--- src/rtl/switch2x2_router_pkg.sv ---
// Shared constants for the 2x2 router.
//   Width : default data word width in bits.
package switch2x2_router_pkg;

  localparam int unsigned Width = 8;

endpackage

--- src/rtl/switch2x2_router_rr_arb2.sv ---
// Two-requester round-robin arbiter with a registered preference pointer.
//   clk_i    : clock, rising edge
//   rst_i    : synchronous active-high reset (pointer -> 0, input 0 favoured)
//   req_i    : request bits, bit i = input i wants this output
//   accept_i : strobe, the granted request was transferred this cycle
//   grant_o  : one-hot grant (zero when no request)
module switch2x2_router_rr_arb2
  import switch2x2_router_pkg::*;
(
  input  logic       clk_i,
  input  logic       rst_i,
  input  logic [1:0] req_i,
  input  logic       accept_i,
  output logic [1:0] grant_o
);

  logic ptr_q, ptr_d;

  always_comb begin
    grant_o = req_i;
    if (req_i == 2'b11) begin
      grant_o = ptr_q ? 2'b10 : 2'b01;
    end
  end

  // Prefer the loser next time; only move on an actual transfer.
  always_comb begin
    ptr_d = ptr_q;
    if (accept_i) begin
      ptr_d = ~grant_o[1];
    end
  end

  always_ff @(posedge clk_i) begin
    if (rst_i) begin
      ptr_q <= 1'b0;
    end else begin
      ptr_q <= ptr_d;
    end
  end

endmodule

--- src/rtl/switch2x2_router.sv ---
// Flow-controlled 2x2 packet router with per-output round-robin arbitration
// and a one-entry valid/ready output register per output.
//   clk_i, rst_i             : clock and synchronous active-high reset
//   inN_valid_i/dest_i/data_i: producer word, dest 0 = out0, 1 = out1
//   inN_ready_o              : word accepted this cycle when valid && ready
//   outN_valid_o/data_o/src_o: held word and the input index it came from
//   outN_ready_i             : consumer takes the word when valid && ready
module switch2x2_router
  import switch2x2_router_pkg::*;
#(
  parameter int unsigned WIDTH = Width
) (
  input  logic             clk_i,
  input  logic             rst_i,
  input  logic             in0_valid_i,
  input  logic             in0_dest_i,
  input  logic [WIDTH-1:0] in0_data_i,
  output logic             in0_ready_o,
  input  logic             in1_valid_i,
  input  logic             in1_dest_i,
  input  logic [WIDTH-1:0] in1_data_i,
  output logic             in1_ready_o,
  output logic             out0_valid_o,
  output logic [WIDTH-1:0] out0_data_o,
  output logic             out0_src_o,
  input  logic             out0_ready_i,
  output logic             out1_valid_o,
  output logic [WIDTH-1:0] out1_data_o,
  output logic             out1_src_o,
  input  logic             out1_ready_i
);

  localparam logic PortOut0 = 1'b0;
  localparam logic PortOut1 = 1'b1;

  logic [1:0] req0, req1, gnt0, gnt1;
  logic       free0, free1, acc0, acc1;

  logic             out0_valid_q, out0_valid_d, out1_valid_q, out1_valid_d;
  logic [WIDTH-1:0] out0_data_q, out0_data_d, out1_data_q, out1_data_d;
  logic             out0_src_q, out0_src_d, out1_src_q, out1_src_d;

  assign req0 = {in1_valid_i && (in1_dest_i == PortOut0), in0_valid_i && (in0_dest_i == PortOut0)};
  assign req1 = {in1_valid_i && (in1_dest_i == PortOut1), in0_valid_i && (in0_dest_i == PortOut1)};

  // Pipelined ready: a held word leaving this cycle frees the slot.
  assign free0 = !out0_valid_q || out0_ready_i;
  assign free1 = !out1_valid_q || out1_ready_i;

  assign acc0 = !rst_i && free0 && (gnt0 != 2'b00);
  assign acc1 = !rst_i && free1 && (gnt1 != 2'b00);

  assign in0_ready_o = !rst_i && (in0_dest_i ? (gnt1[0] && free1) : (gnt0[0] && free0));
  assign in1_ready_o = !rst_i && (in1_dest_i ? (gnt1[1] && free1) : (gnt0[1] && free0));

  switch2x2_router_rr_arb2 u_arb0 (
    .clk_i    (clk_i),
    .rst_i    (rst_i),
    .req_i    (req0),
    .accept_i (acc0),
    .grant_o  (gnt0)
  );

  switch2x2_router_rr_arb2 u_arb1 (
    .clk_i    (clk_i),
    .rst_i    (rst_i),
    .req_i    (req1),
    .accept_i (acc1),
    .grant_o  (gnt1)
  );

  always_comb begin
    out0_valid_d = out0_valid_q;
    out0_data_d  = out0_data_q;
    out0_src_d   = out0_src_q;
    if (acc0) begin
      out0_valid_d = 1'b1;
      out0_data_d  = gnt0[1] ? in1_data_i : in0_data_i;
      out0_src_d   = gnt0[1];
    end else if (free0) begin
      out0_valid_d = 1'b0;
    end
  end

  always_comb begin
    out1_valid_d = out1_valid_q;
    out1_data_d  = out1_data_q;
    out1_src_d   = out1_src_q;
    if (acc1) begin
      out1_valid_d = 1'b1;
      out1_data_d  = gnt1[1] ? in1_data_i : in0_data_i;
      out1_src_d   = gnt1[1];
    end else if (free1) begin
      out1_valid_d = 1'b0;
    end
  end

  always_ff @(posedge clk_i) begin
    if (rst_i) begin
      out0_valid_q <= 1'b0;
      out0_data_q  <= '0;
      out0_src_q   <= 1'b0;
      out1_valid_q <= 1'b0;
      out1_data_q  <= '0;
      out1_src_q   <= 1'b0;
    end else begin
      out0_valid_q <= out0_valid_d;
      out0_data_q  <= out0_data_d;
      out0_src_q   <= out0_src_d;
      out1_valid_q <= out1_valid_d;
      out1_data_q  <= out1_data_d;
      out1_src_q   <= out1_src_d;
    end
  end

  assign out0_valid_o = out0_valid_q;
  assign out0_data_o  = out0_data_q;
  assign out0_src_o   = out0_src_q;
  assign out1_valid_o = out1_valid_q;
  assign out1_data_o  = out1_data_q;
  assign out1_src_o   = out1_src_q;

endmodule
--- config.mk ---
export PLATFORM = sky130hd
export DESIGN_NAME = switch2x2_router
export DESIGN_NICKNAME = d
export VERILOG_FILES = /design/src/rtl/switch2x2_router_pkg.sv /design/src/rtl/switch2x2_router_rr_arb2.sv /design/src/rtl/switch2x2_router.sv
export SDC_FILE = /design/constraint.sdc
export NUM_CORES = 1
export LEC_CHECK = 0
export CAP_MARGIN = 20
export CELL_PAD_IN_SITES_DETAIL_PLACEMENT = 1
export CELL_PAD_IN_SITES_GLOBAL_PLACEMENT = 1
export CORE_ASPECT_RATIO = 2
export CORE_MARGIN = 3
export CORE_UTILIZATION = 29
export DETAILED_ROUTE_END_ITERATION = 10
export PLACE_DENSITY = 0.83
export REMOVE_ABC_BUFFERS = 1
export SLEW_MARGIN = 40
export SYNTH_ARGS = -nofsm -noshare
export SYNTH_HDL_FRONTEND = slang
export SYNTH_SLANG_ARGS = --single-unit
--- constraint.sdc ---
create_clock -name clk_i -period 1.71 [get_ports clk_i]
set_clock_uncertainty 0.05 [all_clocks]
set_input_delay 0.2565 -clock clk_i [delete_from_list [all_inputs] [get_ports clk_i]]
set_output_delay 0.2565 -clock clk_i [all_outputs]
set_load 0.02 [all_outputs]
Yosys cells after proc, flatten, opt, wreduce, memory -nomap -nowiden
Cells that the tools add are included.
Storage, ports and cells
  register bits: 22
Operators by class
  reductions and logical operators: 23
  bitwise operators: 4
  equal/unequal tests: 2
  multiplexer cells: 12
Operator list (count)
  two-way mux 8 bit: 2
  logical AND 1 bit: 14
  two-way mux 2 bit: 4
  nonzero test 2 bit: 4
  two-way mux 1 bit: 6
  equality test 2 bit, second input constant: 2
  inverter 1 bit: 4
  zero test 1 bit: 3
  logical OR 1 bit: 2

Logic depth before layout (Yosys ltp)
  depth after elaboration: 7
  depth in mapped cells: 5

Cells and area by module
A second synthesis with hierarchy kept.
Second synthesis, totals
  cells, all modules: 116
  area, all modules: 1198.6 um^2
By module, submodules not included
  switch2x2_router: cells each 104, area each 1091.0 um^2, times used 1
  switch2x2_router_rr_arb2: cells each 6, area each 53.8 um^2, times used 2

Worst setup path before layout
No wires, ideal clock.
  path type: reg-to-output
  from: register out0_valid_q, in the netlist out0_valid_o
  to: output port in0_ready_o
  required time: 1404 ps
  slack: 3 ps
  arrival: 1400 ps
  cell stages (with the launch flop): 5
  cell sequence: dfxtp_1 -> nor2b_1 -> a2111oi_2 -> a21oi_1 -> a21oi_1
On the way
  word-level cells in the longest chain between the ends: 5
Ends and longest elaborated chain
  start: declaration: RTL line switch2x2_router.sv:39  | logic out0_valid_q, out0_valid_d, out1_valid_q, out1_valid_d;
  start signal: assignment: RTL line switch2x2_router.sv:107  | out0_valid_q <= out0_valid_d;
  zero test 1 bit: RTL line switch2x2_router.sv:47  | assign free0 = !out0_valid_q || out0_ready_i;
  logical OR 1 bit: RTL line switch2x2_router.sv:47
  logical AND 1 bit: RTL line switch2x2_router.sv:53  | assign in0_ready_o = !rst_i && (in0_dest_i ? (gnt1[0] && free1) : (gnt0[0] && free0));
  two-way mux 1 bit: RTL line switch2x2_router.sv:53
  logical AND 1 bit: RTL line switch2x2_router.sv:53
  end: declaration: RTL line switch2x2_router.sv:18  | output logic in0_ready_o,
Every way passes these cells.

Worst setup path after layout
Same ends and word-level chain as after synthesis.

==> impl_metrics.ini <==
[outcome]
status = complete, no violations

[final_layout]
multi_input_logic_area_sq_um = 608.1
final_cell_mix = clkdlybuf4s50_1 (37), nand2_1 (28), dfxtp_1 (21), buf_4 (21), mux2i_1 (15)
area_delta_synth_final_pct = 70.13
final.fill_count = 393
n_antenna_cell = 0
layout.cell_area.non_filler_sq_um = 1782
layout.cells.most_common = clkdlybuf4s50_1
fin_nets = 208
share_of_post_route_cells_with_drive_strength_above_1_pct = 19.67
area.sequential_sq_um = 441.7
final-instance-count-excl-fill = 231

[global_route]
grt_use_total_pct = 17.08
vias_in_the_first_global_route = 1268
gr-total-overflow = 0
antenna_found_initial = 0
grt_max_degree = 20
grt_pass1_wl_microns = 5947

[critical_path]
cp-start-kind = flip-flop
kind_of_end_point_of_the_critical_path = output port
crit_chain = nor2b_4 -> a2111oi_4 -> a21oi_2 -> a21oi_1 -> buf_4
setup.worst_path.class = reg -> out
cp_slowest_cell = dfxtp_2
critPathMaxFanout = 2
required_time_at_the_worst_slack_endpoint_ns = 1.40
critical_path.max_stage_delay_ns = 0.32
timing.critical_path.arrival_ns = 1.36

[placement]
pre_cts_setup_slack_ns = -0.6704
numPortBuffers = 45
place_inst = 225
dpl_cell_area_sq_um = 1677
half_perimeter_wire_length_after_placement_microns = 2702
globalplace.congestion = 0.7506

[timing]
hold_violations = 0
setup_repair_after_global_routing_missed_its_margin = yes
postLayoutSetupSlackWorst_ns = 0.04233
number_of_endpoints_failing_setup_at_the_final_stage = 0
fin_crit_sh_pct = 97.52
timing.fmax_mhz = 599.6
slew_headroom_pct = 78.15
report.final.slew_viol_count = 0
post-route-min-period_ns = 1.668
max_slew.worst_pin.slew_ns = 0.3278

[route]
route.detailed.vias_per_inst = 4.848
antenna_violating_nets_remaining = 0
first_pass_iteration_count_of_the_detailed_router = 2
routed_wirelength_microns = 3504
routed_wire_length_per_instance_microns = 15.17
initialDrtViolationCount = 8
post-route-drc-count = 0
route.vias.total = 1120

[logic_synthesis]
avgSynthCellArea_sq_um = 8.727
synth_async_sr_flop_share_pct = 0
synth_enable_flop_cells = 0
synth_area_sq_um = 1047
post_synth_inst_count = 120
yosys_warnings = 0
ys_types = 24
synth_flop_cell = dfxtp_1
sequential_area_share_after_synthesis_pct = 42.05
synth_seq_cells = 22

[min_path]
hold_path.class = reg -> reg

[cts]
cts-root-buf = clkbuf_8
max-clock-path-buffers = 2
numCtsBuffers = 3
htreeDepth = 1
worstSkewPairLatency_ns = 0.27
cts_sinks = 22
clkSlewWorstSetupHoldPaths_ns = 0.07
tritoncts = built
cts_hold_repair.buffers = 0

[floorplan]
die_height_microns = 90.99
io_pins = 46
dieArea_sq_um = 4412
core-area_sq_um = 3416
initial_core_util_pct = 30.66
width_of_the_die_microns = 48.49
floorplan.rows = 30

[power_and_ir_drop]
p_per_area_nw_per_um2 = 752.6
leakagePower_uw = 0.0007018
vdd_ir_drop_max_uv = 628.9

[flow_run]
max_cap_violations = 0
[what timing repair did]
item                                    CTS  global route
pin swaps                                 2             3
resized for setup                        21             6
setup buffers                             1             1
endpoints found under the setup margin    2             2
[sequential cells by signal, summed over array words and instances, names as in the netlist]
name	count
out1_data_o	8
u_arb0.ptr_q	1
out0_data_o	8
out0_valid_o	1
out1_valid_o	1
out0_src_o	1
out1_src_o	1
u_arb1.ptr_q	1
[kinds of logic (layout without fill, tap and decap cells)]
kind of cell           after synthesis  after routing  synth area share (%)
buffers and inverters                8             71                 3.822
AO/OA/AOI/OAI                       24             24                 18.28
AND/OR/NAND/NOR                     51             51                 21.50
multiplexers                        15             15                 14.34
flip-flops                          22             22                 42.05
[final cells by class]
type | count | share of cell area, %
Clock buffer | 4 | 3.090
Inverter | 1 | 0.2107
Multi-Input combinational cell | 90 | 34.13
Sequential cell | 22 | 24.79
Tap cell | 48 | 3.371
Timing Repair Buffer | 66 | 34.41
[through the flow]
step                total power (uW)   TNS, ns  utilization [%]  hold WS [ns]
floorplan                      743.8    -1.966                -        0.2711
global placement               958.4    -3.630            49.08        0.4028
detailed placement             969.4    -5.097            49.08        0.4062
CTS                             1352  -0.04222            51.43        0.4168
global route                    1404  -0.01081            52.16        0.4426
finish                          1341         0            52.16        0.4123
[worst paths after layout]
kind	startpoint	endpoint	slack (ns)	depth (start not counted)
setup / recovery	out0_valid_o	in0_ready_o	0.04	5
hold / removal	out0_data_o[1]	out0_data_o[1]	0.41	2
setup reg to reg	out0_valid_o	out0_data_o[2]	0.21	5
hold reg to reg	out0_data_o[1]	out0_data_o[1]	0.41	2
[cells in the mapped netlist (2+ instances only)]
cell	instances	area [sq um]
nand3_1	3	15.01
nor2_1	12	45.04
nand2_1	28	105.1
o21a_1	2	15.01
clkbuf_1	4	15.01
nand2b_1	4	25.02
buf_2	2	10.01
nor2b_1	3	18.77
a22oi_1	2	15.01
a21oi_1	4	20.02
a311oi_1	8	70.07
dfxtp_1	22	440.4
mux2i_1	15	150.1
[worst max-delay path: cells and delay by family (launching register included)]
family                 cells  cell delay, ns
buffers and inverters      1            0.15
and+or+nand+nor            1            0.13
AOI/OAI and AO/OA          3            0.50
DFF                        1            0.32
[power breakdown]
part           switching (uW)  total (uW)  internal [uW]  leakage (uW)
Clock                     171         376            205     0.0000288
Combinational             187         388            201      0.000492
Sequential               23.7         577            553      0.000181
[metal layers]
layer | up-vias | global-route usage [%] | part of all wire [%]
met2 | 27 | 34.45 | 61
li1 | 548 | - | -
met3 | 4 | 2.463 | 3.1
met4 | 0 | 6.413 | 1.2
met5 | - | 0 | 0
met1 | 541 | 16.72 | 35
Note: power is estimated with default switching activity, not from simulation.
